## src/rtl/bit_index_pkg.sv

```systemverilog
// Shared mode codes and FSM state encoding for the bit index encoder.
// Pure declarations: no latency, no flow control.
package bit_index_pkg;

    localparam logic [1:0] MODE_STRICT = 2'b00;
    localparam logic [1:0] MODE_PRIO   = 2'b01;
    localparam logic [1:0] MODE_ENUM   = 2'b10;
    localparam logic [1:0] MODE_RSVD   = 2'b11;

    typedef enum logic {
        ST_IDLE = 1'b0,
        ST_EMIT = 1'b1
    } state_t;

endpackage

```

## src/rtl/lsb_finder.sv

```systemverilog
// Lowest-set-bit index of a vector plus an any-bit-set flag.
// Purely combinational, so it has zero latency and no flow control.
module lsb_finder #(
    parameter int WIDTH  = 32,
    parameter int CODE_W = 5
) (
    input  logic [WIDTH-1:0]  vec,
    output logic [CODE_W-1:0] idx,
    output logic              found
);

    // Scan downward so the lowest set bit is the last one to write idx.
    always_comb begin
        idx = '0;
        for (int i = WIDTH - 1; i >= 0; i--) begin
            if (vec[i]) begin
                idx = CODE_W'(i);
            end
        end
    end

    assign found = |vec;

endmodule

```

## src/rtl/bit_index_encoder.sv

```systemverilog
// Turns a request word into a registered stream of set-bit indices (strict, priority or enumerate).
// Latency is 1 cycle from accept. Code, Last, Error and Count hold while OutReady is low, and no new word is taken until the last beat drains.
module bit_index_encoder #(
    parameter int WIDTH  = 32,
    parameter int CODE_W = 5
) (
    input  logic              Clock,
    input  logic              Reset,
    input  logic              InValid,
    output logic              InReady,
    input  logic [WIDTH-1:0]  Data,
    input  logic [1:0]        Mode,
    output logic              OutValid,
    input  logic              OutReady,
    output logic [CODE_W-1:0] Code,
    output logic              Last,
    output logic              Error,
    output logic [CODE_W:0]   Count
);

    import bit_index_pkg::*;

    localparam logic [WIDTH-1:0] ONE = WIDTH'(1);

    state_t            state;
    state_t            state_nxt;
    logic [WIDTH-1:0]  work;
    logic [1:0]        mode_q;
    logic              err_q;
    logic [CODE_W:0]   count_q;

    logic [CODE_W:0]   pop;
    logic              err_acc;
    logic              accept;
    logic              beat_done;
    logic              last_beat;
    logic [CODE_W-1:0] lsb_idx;
    logic              lsb_found;

    lsb_finder #(
        .WIDTH  (WIDTH),
        .CODE_W (CODE_W)
    ) u_lsb_finder (
        .vec   (work),
        .idx   (lsb_idx),
        .found (lsb_found)
    );

    assign InReady   = (state == ST_IDLE) & ~Reset;
    assign accept    = InValid & InReady;
    assign OutValid  = (state == ST_EMIT);
    assign beat_done = OutValid & OutReady;

    // Enumerate ends when at most one bit remains; other modes always emit a single beat.
    assign last_beat = (mode_q != MODE_ENUM) | ~(|(work & (work - ONE)));

    assign Code  = lsb_found ? lsb_idx : '0;
    assign Last  = OutValid & last_beat;
    assign Error = err_q;
    assign Count = count_q;

    always_comb begin
        pop = '0;
        for (int i = 0; i < WIDTH; i++) begin
            pop = pop + {{CODE_W{1'b0}}, Data[i]};
        end
    end

    always_comb begin
        err_acc = 1'b1;
        case (Mode)
            MODE_STRICT: err_acc = (pop != (CODE_W + 1)'(1));
            MODE_PRIO:   err_acc = (pop == '0);
            MODE_ENUM:   err_acc = (pop == '0);
            MODE_RSVD:   err_acc = 1'b1;
            default:     err_acc = 1'b1;
        endcase
    end

    always_comb begin
        state_nxt = state;
        case (state)
            ST_IDLE: if (accept) state_nxt = ST_EMIT;
            ST_EMIT: if (beat_done && last_beat) state_nxt = ST_IDLE;
            default: state_nxt = ST_IDLE;
        endcase
    end

    always_ff @(posedge Clock) begin
        if (Reset) begin
            state   <= ST_IDLE;
            work    <= '0;
            mode_q  <= MODE_STRICT;
            err_q   <= 1'b0;
            count_q <= '0;
        end else begin
            state <= state_nxt;
            if (accept) begin
                work    <= Data;
                mode_q  <= Mode;
                err_q   <= err_acc;
                count_q <= pop;
            end else if (beat_done) begin
                // Clearing everything on the final beat keeps idle outputs at zero.
                if (last_beat) begin
                    work    <= '0;
                    err_q   <= 1'b0;
                    count_q <= '0;
                end else begin
                    work <= work & (work - ONE);
                end
            end
        end
    end

endmodule
```

## config.mk

```make
export PLATFORM = sky130hd
export DESIGN_NAME = bit_index_encoder
export DESIGN_NICKNAME = d
export VERILOG_FILES = /design/src/rtl/bit_index_pkg.sv /design/src/rtl/lsb_finder.sv /design/src/rtl/bit_index_encoder.sv
export SDC_FILE = /design/constraint.sdc
export NUM_CORES = 1
export LEC_CHECK = 0
export CORE_MARGIN = 2
export CORE_UTILIZATION = 30
export CTS_CLUSTER_DIAMETER = 50
export CTS_CLUSTER_SIZE = 16
export DETAILED_ROUTE_END_ITERATION = 10
export PLACE_DENSITY = 0.57
export SETUP_SLACK_MARGIN = 0.4
export SLEW_MARGIN = 30
export SYNTH_ARGS = -nofsm -noshare
export SYNTH_HDL_FRONTEND = slang
export SYNTH_SLANG_ARGS = --single-unit
```

## constraint.sdc

```tcl
create_clock -name Clock -period 7.85 [get_ports Clock]
set_input_delay 0.785 -clock Clock [delete_from_list [all_inputs] [get_ports Clock]]
set_output_delay 0.785 -clock Clock [all_outputs]
set_load 0.005 [all_outputs]
```

Yosys cells after proc, flatten, opt, wreduce, memory -nomap -nowiden
Index checks and enable logic that the tools add are counted.
{"block": "word_totals", "ff_bits": 42, "out_inout_bits": 15, "in_bits": 38}
{"block": "op_classes", "n_addsub": 32, "n_mux": 46, "n_reduce_logical": 9, "bitwise": 9, "n_eq_ne": 5}
{"op": "5-bit 2-to-1 mux", "n": 33}
{"op": "6-bit by 1-bit adder with 6-bit output", "n": 26}
{"op": "32-bit 2-to-1 mux", "n": 3}
{"op": "32-bit OR reduction", "n": 2}
{"op": "32-bit AND", "n": 1}
{"op": "32-bit by 1-bit subtractor with 32-bit output (second input constant)", "n": 1}
{"op": "6-bit 2-to-1 mux", "n": 3}
{"op": "5-bit by 1-bit adder with 6-bit output", "n": 1}
{"op": "6-bit logical NOT", "n": 1}
{"op": "6-bit by 1-bit != test with 1-bit output (second input constant)", "n": 1}
{"op": "4-bit by 1-bit adder with 5-bit output", "n": 1}
{"op": "1-bit 2-to-1 mux", "n": 5}
{"op": "3-bit by 1-bit adder with 4-bit output", "n": 1}
{"op": "1-bit AND", "n": 4}
{"op": "2-bit equality test (second input constant)", "n": 2}
{"op": "2-bit nonzero test", "n": 2}
{"op": "2-bit by 1-bit adder with 3-bit output", "n": 1}
{"op": "1-bit NOT", "n": 3}
{"op": "1-bit case mux with 3 select lines", "n": 1}
{"op": "1-bit by 1-bit adder with 2-bit output", "n": 1}
{"op": "2-bit by 1-bit equality test with 1-bit output (second input constant)", "n": 1}
{"op": "2-bit logical NOT", "n": 1}
{"op": "2-bit != test (second input constant)", "n": 1}
{"op": "1-bit case mux with 2 select lines", "n": 1}
{"op": "other kinds (4)", "n": 4}

Logic depth before layout (Yosys ltp)
{"block": "logic_depth", "ltp_word": 34, "ltp_mapped": 20}

Cells and area by module
From an unflattened synthesis, not the netlist that was laid out.
{"block": "unflattened", "cells_unflattened": 487, "area_unflattened_um2": 3807.4}
{"mod": "bit_index_encoder", "area_per_inst_um2": 3422.0, "seq_area_each_um2": 840.8, "cells_per_inst": 422, "n_inst": 1}
{"mod": "lsb_finder", "area_per_inst_um2": 385.4, "seq_area_each_um2": 0.0, "cells_per_inst": 65, "n_inst": 1}

Worst setup path before layout
OpenSTA, ideal clock, no wires.
{"block": "synth_timing", "path_kind": "input-to-reg", "startpoint": "in Data[17]", "endpoint": "reg err_q (netlist: Error)", "slack_ps": 2203, "path_stages": 20, "arrival_time_ps": 5530, "setup_ps": 117, "cell_sequence": "fa_1 > inv_1 > fa_1 > inv_1 > fa_1 > inv_1 > fa_1 > fa_1 > fa_1 > inv_1 > ha_1 > fa_1 > a21o_1 > a21oi_1 > xnor2_1 > nor4_1 > nand3_1 > o21ai_0 > o21ai_0 > a22o_1"}
{"block": "synth_via", "elab_chain_len": 18, "elab_cells_between_ends": 19}
{"element": "from (decl)", "line_no": "bit_index_encoder.sv:11", "rtl": "input logic [WIDTH-1:0] Data,"}
{"element": "6-bit by 1-bit adder with 6-bit output * (15 in series)", "line_no": "bit_index_encoder.sv:65", "rtl": "pop = pop + {{CODE_W{1'b0}}, Data[i]};"}
{"element": "6-bit by 1-bit != test with 1-bit output / 6-bit logical NOT (equally long branches)", "line_no": "bit_index_encoder.sv:72, bit_index_encoder.sv:73, bit_index_encoder.sv:74"}
{"element": "1-bit case mux with 3 select lines *", "line_no": "bit_index_encoder.sv:71", "rtl": "case (Mode)"}
{"element": "1-bit 2-to-1 mux *", "line_no": "bit_index_encoder.sv:98", "rtl": "if (accept) begin"}
{"element": "to (signal assigned)", "line_no": "bit_index_encoder.sv:101", "rtl": "err_q <= err_acc;"}
{"element": "to (decl)", "line_no": "bit_index_encoder.sv:29", "rtl": "logic err_q;"}
Every way passes the cells marked *; elsewhere a longest branch is shown, timed or not.
A chain may end at the register's enable or synchronous reset.

Worst setup path after layout
{"block": "layout_timing", "startpoint": "in Data[23]", "endpoint": "reg err_q (netlist: Error)"}
{"block": "layout_via", "elab_chain_len": 12, "elab_cells_between_ends": 13}
{"element": "6-bit by 1-bit adder with 6-bit output * (9 in series)", "line_no": "bit_index_encoder.sv:65"}
{"element": "6-bit by 1-bit != test with 1-bit output / 6-bit logical NOT (equally long branches)", "line_no": "bit_index_encoder.sv:72, bit_index_encoder.sv:73, bit_index_encoder.sv:74"}
{"element": "1-bit case mux with 3 select lines *", "line_no": "bit_index_encoder.sv:71"}
{"element": "1-bit 2-to-1 mux *", "line_no": "bit_index_encoder.sv:98"}
Marks and branches as above.

==> metrics.md <==
| Metric | Value |
|---|---|
| Register area share after synthesis | `roughly 26%` |
| Vias in the first global route | `3,202` |
| Mapped Cells | `approximately 400` |
| Async SR Flop Fraction | `0%` |
| Final hold slack | `between 0.4 and 0.5 ns` |
| Most instantiated cells after synthesis | `dfxtp_1, inv_1, a21oi_1, o21ai_0, nor2_1` |
| Layout Nets | `508` |
| Mapped cell area | `between 3000 and 4000 sq um` |
| Die Width | `roughly 110 um` |
| Full die area | `11,800 sq um` |
| Slowest stage cell, crit path | `fa_1` |
| Post-CTS setup buffers | `0` |
| CTS Buf Count | `5` |
| Worst min path class | `reg2reg` |
| Ys flop type | `dfxtp_1` |
| Clock sinks | `42` |
| Largest area contributor in the netlist | `dfxtp_1` |
| RSZ-0062 raised after global routing | `no` |
| GRT overflow | `0` |
| Ranking of synthesized cells by area | `dfxtp_1, fa_1, a21oi_1` |
| Sequential power share | `23.2%` |
| Core area | `about 11,000 sq um` |
| Setup TNS | `0 ns` |
| Synth cell types | `53` |
| Status | `complete, no violations` |
| Clock Path Buffers | `2` |
| Max_cap viols | `0` |
| Ys Warns | `0` |
| Worst-Skew Late Latency | `approximately 0.29 ns` |
| Dpl cell area | `3890 sq um` |
| CTS tree | `yes` |
| Final wirelength | `~10,000 um` |
| Antenna viol nets, final | `0` |
| Leakage | `about 1.6 nW` |
| # DRC | `0` |
| WL per Instance | `~18 um` |
| Largest family of logic cells by synthesized area | `compound AO/OA/AOI/OAI gates` |
| CP cell instances | `clkdlybuf4s50_1 > inv_1 > fa_1 > fa_1 > inv_1 > fa_1 > inv_1 > fa_1 > fa_1 > fa_1 > inv_1 > ha_1 > fa_1 > a21o_1 > a21oi_1 > xnor2_1 > nor4_1 > nand3_1 > o21ai_0 > o21ai_0 > a22o_1` |
| CP required | `about 8.0 ns` |
| Worst Setup End Kind | `flip-flop` |
| Slew headroom | `52.7%` |
| Power Internal | `around 0.66 mW` |
| Critical path data arrival time | `about 6.3 ns` |
| Number of flops mapped to enable cells by yosys | `0` |
| Critical R2R Capture | `Count[4]$_SDFFE_PP0P_` |
| Layout area overhead | `22.1%` |
| R2R cell count | `9` |
| Multiplexer area fraction after synthesis | `0%` |
| Post-cts hold buffer count | `0` |
| Pwr Density | `about 280 nW/um^2` |
| Compound-Gate Fraction of Synth Area | `approximately 27%` |
| Top-area cell type share of the netlist area | `between 20% and 30%` |
| Synthesized net count | `472` |
| Gate power share | `between 60% and 70%` |
| DRT iter0 DRCs | `279` |
| Crit path time final | `between 6 and 7 ns` |
| Largest net degree at the start of global routing | `50` |
| Final period util | `77.5%` |
| CP Launch Point | `Data[23]` |
| Num rows | `38` |
| Worst-path clk slew | `about 0.08 ns` |
| Critical path class | `in2reg` |
| PortBufs | `52` |
| Share of cells above drive strength 1 | `under 10%` |
| Sw Pwr | `~0.45 mW` |
| FF+latch count, synth | `42` |
| Most used cell along the critical path | `fa_1` |
| H-Tree Depth | `2` |
| Die H | `roughly 110 um` |
| CP max FO | `2` |
| R2R Path Start | `work[4]$_SDFFE_PP0P_` |
| Endpoints failing setup | `0` |
| Avg Cell Area, Syn | `8.17 sq um` |
| Worst vdd ir | `~0.18 mV` |
| Critical path launch point type | `input pin` |
| Adder-Cell Fraction of Synth Area | `approximately 18%` |
| Clock power frac | `roughly 16%` |
| Final Max Slew Viols | `0` |
| Clock root buffer | `clkbuf_8` |
| Post-synthesis xor/xnor area fraction | `less than 1%` |
| # IOs | `between 50 and 60` |
| # diodes | `0` |
| FF-to-FF setup slack | `approximately 3.7 ns` |
| Post_cts resized | `0` |
| Hold depth | `1` |
| Routability cong. | `just over 0.9` |
| CP peak stage delay | `0.53 ns` |
| Worst Tran Pin Value | `slightly above 0.7 ns` |
| Finished Cell Area | `around 4000 sq um` |
| First-pass GRT wire length | `roughly 17,000 um` |
| Vias | `around 3,200` |
| Starting Density | `30.5%` |
| Hold Vio Cnt, Final | `0` |
| Antenna violations before repair | `0` |
| Most common cell in the netlist | `dfxtp_1` |
| Via-to-Cell Ratio | `approximately 5.6` |
| Max Fclk | `0.164 GHz` |
| Post-synthesis simple-gate area fraction | `~20%` |
| GRT Util Overall | `between 15 and 20%` |
| Sw Ratio | `between 40% and 50%` |
| Clk_skew | `approximately 0.0092 ns` |
| Crit path to | `Error$_SDFFE_PP0P_` |
| DP HPWL | `approximately 7600 um` |
| FILL cells | `between 1,000 and 1,500` |
| Drt pass-1 iters | `5` |
==> final cells by class <==
cell class	instances	area [sq um]	area share, %
clock inverter	1	30.0	0.751
inverter	39	146	3.66
timing repair buffer	55	543	13.6
multi-input combinational	294	2180	54.6
clock buffer	6	82.6	2.06
sequential	42	841	21.0
tap	140	175	4.38
==> registers in the layout, indices dropped and copies added (netlist names) <==
signal / count
Error: 1
Count: 6
mode_q: 2
OutValid: 1
work: 32
==> power groups by stage <==
stage,clock [mW],combinational [mW],sequential [mW]
floorplan,0,0.500,0.252
global placement,0,0.666,0.261
detailed placement,0,0.675,0.261
CTS,0.185,0.679,0.257
global route,0.196,0.774,0.261
finish,0.181,0.671,0.257
==> placed cells by master (no fill, tap or decap), drive strengths merged, types with 2 or more instances in the layout <==
cell type      synthesis  final
a22o                  11     11
o2bb2ai                2      2
o41ai                  2      2
nor3                  16     16
o31ai                  8      8
xnor2                  2      2
clkdlybuf4s50          0     52
or4                    6      6
or3                    4      4
o21ai                 34     34
a211oi                 4      4
a21oi                 33     33
nand2b                 2      2
a22oi                  6      6
o21a                   3      3
clkbuf                20      6
inv                   39     39
fa                    24     24
nor2                  29     29
and2                   3      3
o311ai                 2      2
ha                     9      9
a31oi                  2      2
o22ai                 18     18
a21o                   2      2
dfxtp                 42     42
and4                   2      2
nand2                 17     17
o32ai                  4      4
and3                  15     15
buf                    6      3
nand3                  7      7
nor4                   9      9
or2                    5      5
==> routing by layer <==
| metal | share of wire (%) | GRT usage, % |
|---|---|---|
| met1 | 46 | 26.7 |
| met2 | 45 | 29.1 |
| met3 | 7.0 | 2.35 |
| met4 | 1.7 | 5.31 |
| met5 | 0 | 0 |
==> worst max-delay path: cells and delay by family <==
family | cells | cell delay (ns)
AND/OR/NAND/NOR | 2 | 0.45
buffers and inverters | 5 | 0.70
AO/OA/AOI/OAI | 5 | 0.69
XOR/XNOR | 1 | 0.10
adder cells (fa/ha/maj) | 8 | 3.55
==> worst min path at each step <==
stage | from | to | slack [ns]
2_1_floorplan | Count[5]$_SDFFE_PP0P_ | Count[5]$_SDFFE_PP0P_ | 0.46
3_3_place_gp | Count[5]$_SDFFE_PP0P_ | Count[5]$_SDFFE_PP0P_ | 0.45
3_5_place_dp | Count[5]$_SDFFE_PP0P_ | Count[5]$_SDFFE_PP0P_ | 0.46
4_1_cts | Count[5]$_SDFFE_PP0P_ | Count[5]$_SDFFE_PP0P_ | 0.48
5_1_grt | Count[0]$_SDFFE_PP0P_ | Count[0]$_SDFFE_PP0P_ | 0.50
6_report | Count[5]$_SDFFE_PP0P_ | Count[5]$_SDFFE_PP0P_ | 0.47
==> per-stage QoR <==
stage	power (mW)	util, %	setup slack [ns]	instances
2_1_floorplan	0.752	-	2.20	401
3_3_place_gp	0.927	36.1	1.53	570
3_5_place_dp	0.936	36.2	1.44	570
4_1_cts	1.12	37.2	1.74	577
5_1_grt	1.23	37.2	1.40	577
6_report	1.11	37.2	1.77	577
==> logic make-up (layout without fill, tap and decap cells) <==
kind of cell | Yosys count | count (layout)
AOI/OAI and AO/OA | 138 | 138
xor gates and xnor gates | 3 | 3
adders and majority gates | 34 | 34
buffers and inverters | 65 | 101
DFF | 42 | 42
and+or+nand+nor | 119 | 119
No activity file was read; power rests on OpenSTA's default activity.
